### config.mk
export PLATFORM = sky130hd
export DESIGN_NAME = uart_cmd_decoder
export DESIGN_NICKNAME = d
export VERILOG_FILES = /design/src/rtl/uart_cmd_decoder.sv
export SDC_FILE = /design/constraint.sdc
export NUM_CORES = 1
export LEC_CHECK = 0
export BUFFER_PORTS_ARGS = -buffer_cell sky130_fd_sc_hd__buf_2
export CORE_MARGIN = 3
export CORE_UTILIZATION = 60
export CTS_BUF_LIST = sky130_fd_sc_hd__clkbuf_16
export DETAILED_ROUTE_END_ITERATION = 10
export PLACE_DENSITY = 0.84
export SYNTH_ARGS = -nofsm -noshare
export SYNTH_HDL_FRONTEND = slang
export SYNTH_SLANG_ARGS = --single-unit
### constraint.sdc
create_clock -name clk -period 3 [get_ports clk]
set_input_delay 0.15 -clock clk [delete_from_list [all_inputs] [get_ports clk]]
set_output_delay 0.15 -clock clk [all_outputs]
set_load 0.005 [all_outputs]
### src/rtl/uart_cmd_decoder.sv
// uart_cmd_decoder: assembles checksummed 5-byte UART packets into parameter register writes and commit strobes
module uart_cmd_decoder #(
  parameter int NUM_REGS = 16,
  parameter logic [7:0] SYNC_BYTE = 8'hA5,
  parameter logic [7:0] COMMIT_ADDR = 8'hFF,
  parameter int TIMEOUT_CYCLES = 65535
) (
  input  logic        clk,
  input  logic        rst_n,
  input  logic [7:0]  rx_data,
  input  logic        rx_done_tick,
  input  logic [7:0]  rd_addr,
  output logic [15:0] rd_data,
  output logic        reg_wr_stb,
  output logic [7:0]  reg_wr_addr,
  output logic [15:0] reg_wr_data,
  output logic        commit_stb,
  output logic [7:0]  err_count,
  output logic        busy
);
  localparam int AW = $clog2(NUM_REGS);
  localparam logic [8:0] NREGS = 9'(NUM_REGS);
  localparam logic [15:0] TMAX = 16'(TIMEOUT_CYCLES - 1);
  typedef enum logic [2:0] {IDLE, GET_ADDR, GET_HI, GET_LO, GET_CHK} state_t;
  state_t state, next_state;
  logic [7:0] addr_q, hi_q, lo_q;
  logic [15:0] tmo_cnt;
  logic [15:0] regs [NUM_REGS];
  logic chk_tick, chk_ok, addr_ok, wr_en, cm_en, timeout, err_en;
  assign chk_tick = rx_done_tick && state == GET_CHK;
  assign chk_ok = (addr_q ^ hi_q ^ lo_q) == rx_data;
  assign addr_ok = {1'b0, addr_q} < NREGS;
  assign wr_en = chk_tick && chk_ok && addr_ok;
  assign cm_en = chk_tick && chk_ok && addr_q == COMMIT_ADDR;
  // expiry fires on the idle cycle that would bring the gap to TIMEOUT_CYCLES; a tick there wins
  assign timeout = !rx_done_tick && state != IDLE && tmo_cnt == TMAX;
  assign err_en = timeout || (chk_tick && !wr_en && !cm_en);
  assign busy = state != IDLE;
  assign rd_data = {1'b0, rd_addr} < NREGS ? regs[rd_addr[AW-1:0]] : 16'h0;
  always_comb begin
    next_state = state;
    if (rx_done_tick)
      case (state)
        IDLE:     next_state = rx_data == SYNC_BYTE ? GET_ADDR : IDLE;
        GET_ADDR: next_state = GET_HI;
        GET_HI:   next_state = GET_LO;
        GET_LO:   next_state = GET_CHK;
        default:  next_state = IDLE;
      endcase
    else if (timeout)
      next_state = IDLE;
  end
  always_ff @(posedge clk or negedge rst_n)
    if (!rst_n) state <= IDLE;
    else state <= next_state;
  always_ff @(posedge clk or negedge rst_n)
    if (!rst_n) begin
      addr_q <= '0;
      hi_q <= '0;
      lo_q <= '0;
      tmo_cnt <= '0;
      reg_wr_stb <= 1'b0;
      commit_stb <= 1'b0;
      reg_wr_addr <= '0;
      reg_wr_data <= '0;
      err_count <= '0;
    end else begin
      reg_wr_stb <= wr_en;
      commit_stb <= cm_en;
      tmo_cnt <= (rx_done_tick || next_state == IDLE) ? '0 : tmo_cnt + 16'd1;
      if (rx_done_tick && state == GET_ADDR) addr_q <= rx_data;
      if (rx_done_tick && state == GET_HI) hi_q <= rx_data;
      if (rx_done_tick && state == GET_LO) lo_q <= rx_data;
      if (wr_en) begin
        reg_wr_addr <= addr_q;
        reg_wr_data <= {hi_q, lo_q};
      end
      if (err_en && err_count != 8'hFF) err_count <= err_count + 8'd1;
    end
  always_ff @(posedge clk or negedge rst_n)
    if (!rst_n) for (int i = 0; i < NUM_REGS; i++) regs[i] <= '0;
    else if (wr_en) regs[addr_q[AW-1:0]] <= {hi_q, lo_q};
endmodule

==> results.py <==
metrics = {
    "power_and_ir_drop": {
        "power.density_cell_area_nw_per_um2": 642,
        "leakagePower_nw": 8.53,
        "report.power.total_w": 0.0111,
        "ir_drop_uv": 498,
    },
    "floorplanning": {
        "core-area_um2": 24700,
        "area_enclosed_by_the_die_boundary_um2": 27500,
        "core.rowCount": 57,
        "initial_cell_density_of_the_core": 0.621,
        "width_of_the_chip_um": 166,
        "num_io_pins": 70,
        "die-height_um": 166,
    },
    "placement": {
        "dp_hpwl_um": 21900,
        "port_bufs": 69,
        "gp_congestion": 0.794,
    },
    "clocking": {
        "root_buffer": "clkbuf_16",
        "clock_latency_ns": 0.52,
        "htreeDepth": 2,
        "cts_max_path_buffers": 3,
        "cts_setup_buffers": 0,
        "cts-buffers-inserted": 35,
        "clkSlewWorstSetupHoldPaths_ns": 0.06,
        "cts.sinks": 333,
        "cts_tree": "built",
    },
    "global_routing": {
        "first_pass_grt_wire_length_um": 55100,
        "first_global_vias": 9683,
        "global_route.overflow_total": 0,
        "antenna_found_initial": 1,
        "grt_start_max_net_pins": 92,
        "grt_use_total": 0.254,
    },
    "setup_path": {
        "rr_worst_depth": 6,
        "critPathKind": "reg -> reg",
        "timing.reg2reg.setup_slack_ns": 0.12,
        "critPathRequiredTime_ns": 3.39,
        "crit_fanout": 29,
        "worst_setup_path_startpoint": "addr_q[4]$_DFFE_PN0P_",
        "worstSetupEndpointType": "flip-flop",
        "startpoint_type": "flip-flop",
        "arrival_ns": 3.27,
        "crit_path_end": "regs[0]$_DFFE_PN0P_",
        "critical_r2r_capture": "regs[0]$_DFFE_PN0P_",
        "worstReg2RegStart": "addr_q[4]$_DFFE_PN0P_",
    },
    "synth": {
        "postSynthAreaPerCell_um2": 15.1,
        "synth_cell_type_count": 47,
        "mappedNetlistArea_um2": 15300,
        "synth-edff-count": 0,
        "synth_cells": 1018,
        "synth_top_cell_area_share": 0.544,
        "ys.flop_type": "dfrtp_1",
        "post_synth_main_area_contributors": "dfrtp_1, mux2_2, mux4_2, nand2_1, xnor2_1",
        "count_of_yosys_warnings_during_synthesis": 0,
        "synth.yosys.seq_area_share": 0.544,
        "postSynth.asyncResetShare": 1.00,
        "postSynthNetCount": 1040,
        "yosysMostFrequentCell": "dfrtp_1",
        "postSynthRegisterBits": 333,
        "most_instantiated_cells_after_synthesis": "dfrtp_1, mux2_2, mux4_2",
        "yosysTopAreaCell": "dfrtp_1",
    },
    "sta": {
        "fin_crit_ns": 2.88,
        "relSlewSlack": 0.504,
        "fin_worst_skew_ns": 0.0165,
        "finalHoldViolCount": 0,
        "report.final.slew_viol_count": 0,
        "grt_setup_unrepaired": "false",
        "timing.setup.tns_ns": 0,
        "tightest_slew_ns": 0.741,
        "fmax_mhz": 347,
        "setup_viol": 0,
        "layout_worst_path_cycle_share": 0.961,
    },
    "routing": {
        "drtPass1Iterations": 5,
        "wirelength_um": 34400,
        "initialDrtViolationCount": 631,
        "remaining_drc_errors": 0,
        "postRouteAntennaNets": 0,
        "dr_total_vias": 9030,
        "drt-vias-per-instance": 6.24,
        "drt-wirelength-per-cell_um": 23.8,
    },
    "flow_run": {
        "max_cap_viol_count": 0,
    },
    "min_path": {
        "worstHoldStart": "rx_done_tick",
        "worst_min_path_class": "in -> reg",
    },
    "run_status": {
        "status": "complete, no violations",
    },
    "finish": {
        "area_delta_synth_final_pct": 12.7,
        "end_of_flow_core_utilization": 0.700,
        "fraction_of_final_layout_cells_sized_beyond_drive_strength_1": 0.485,
        "num_antenna_cells": 0,
        "design.final.nets": 1123,
    },
}
layer usage:
metal,share of wire,GRT usage,up-vias
li1,-,-,3860
met1,0.42,0.354,4839
met2,0.50,0.417,268
met3,0.059,0.0512,61
met4,0.021,0.0644,2
met5,0.00038,0,-
cell usage in the layout, fill, tap and decap left out, drive strengths merged, types with 3 or more instances in the layout:
master,n
nor3b,4
nor2,23
and3,3
mux2,283
buf,120
dfrtp,333
mux4,80
nand4,12
nand2,70
and2,7
dlygate4sd3,9
inv,9
nand3,19
xor2,12
clkinv,13
xnor2,30
clkbuf,37
nor2b,22
and4,5
or4,3
ha,3
cell families (layout without fill, tap and decap cells):
logic type | Yosys count | in the layout | synth area share
adder cells (fa/ha/maj) | 3 | 3 | 0.00245
XOR/XNOR | 42 | 42 | 0.0240
AO/OA/AOI/OAI | 10 | 10 | 0.00441
AND/OR/NAND/NOR | 181 | 181 | 0.0700
multiplexers | 363 | 363 | 0.325
buffers and inverters | 86 | 190 | 0.0299
flip-flops | 333 | 333 | 0.544
critical path: stages, from the launching register on:
cell and delay (ns):
dfrtp_1 0.41, or4_1 0.55, or4_4 0.56, buf_4 0.31, nor3_4 0.24, buf_4 0.31
mux2_2 0.38
repair_timing:
action	4_1_cts	5_1_grt
hold endpoints to repair	110	0
hold buffers	9	0
gates resized for setup	0	0
flip-flops by register name, summed over array words and instances, names as in the netlist:
signal       count
reg_wr_stb       1
tmo_cnt         16
reg_wr_addr      8
err_count        8
hi_q             8
reg_wr_data     16
addr_q           8
regs           256
commit_stb       1
lo_q             8
state            3
power by group:
group / switching, W / leakage, nW / total [W] / internal (W)
clock network: 0.00171 / 0.543 / 0.00409 / 0.00238
registers: 0.000179 / 4.61 / 0.00487 / 0.00469
logic: 0.00136 / 3.38 / 0.00212 / 0.000761
worst min path at each step:
stage | depth (start not counted) | end
5_1_grt | 4 | state[2]$_DFF_PN0_
3_5_place_dp | 1 | tmo_cnt[3]$_DFF_PN0_
3_3_place_gp | 1 | tmo_cnt[4]$_DFF_PN0_
6_report | 4 | state[2]$_DFF_PN0_
4_1_cts | 4 | state[2]$_DFF_PN0_
2_1_floorplan | 0 | addr_q[0]$_DFFE_PN0P_
stage by stage:
step	cell area [µm²]	instances	hold slack, ns	setup WS, ns
2_1_floorplan	15300	1018	-0.146	0.367
3_3_place_gp	16100	1379	0.215	0.195
3_5_place_dp	16100	1379	0.231	0.152
4_1_cts	17300	1446	0.0456	0.127
5_1_grt	17300	1446	0.0755	0.0268
6_report	17300	1446	0.0528	0.118
final cells by class:
| cell class | instances | area (µm²) |
|---|---|---|
| clock buffer | 37 | 926 |
| sequential | 333 | 8330 |
| timing repair buffer | 129 | 918 |
| multi-input combinational | 599 | 6540 |
| fill | 1656 | 7400 |
| clock inverter | 21 | 140 |
| tap | 324 | 405 |
| inverter | 3 | 11.3 |
(Power assumes the default switching activity.)
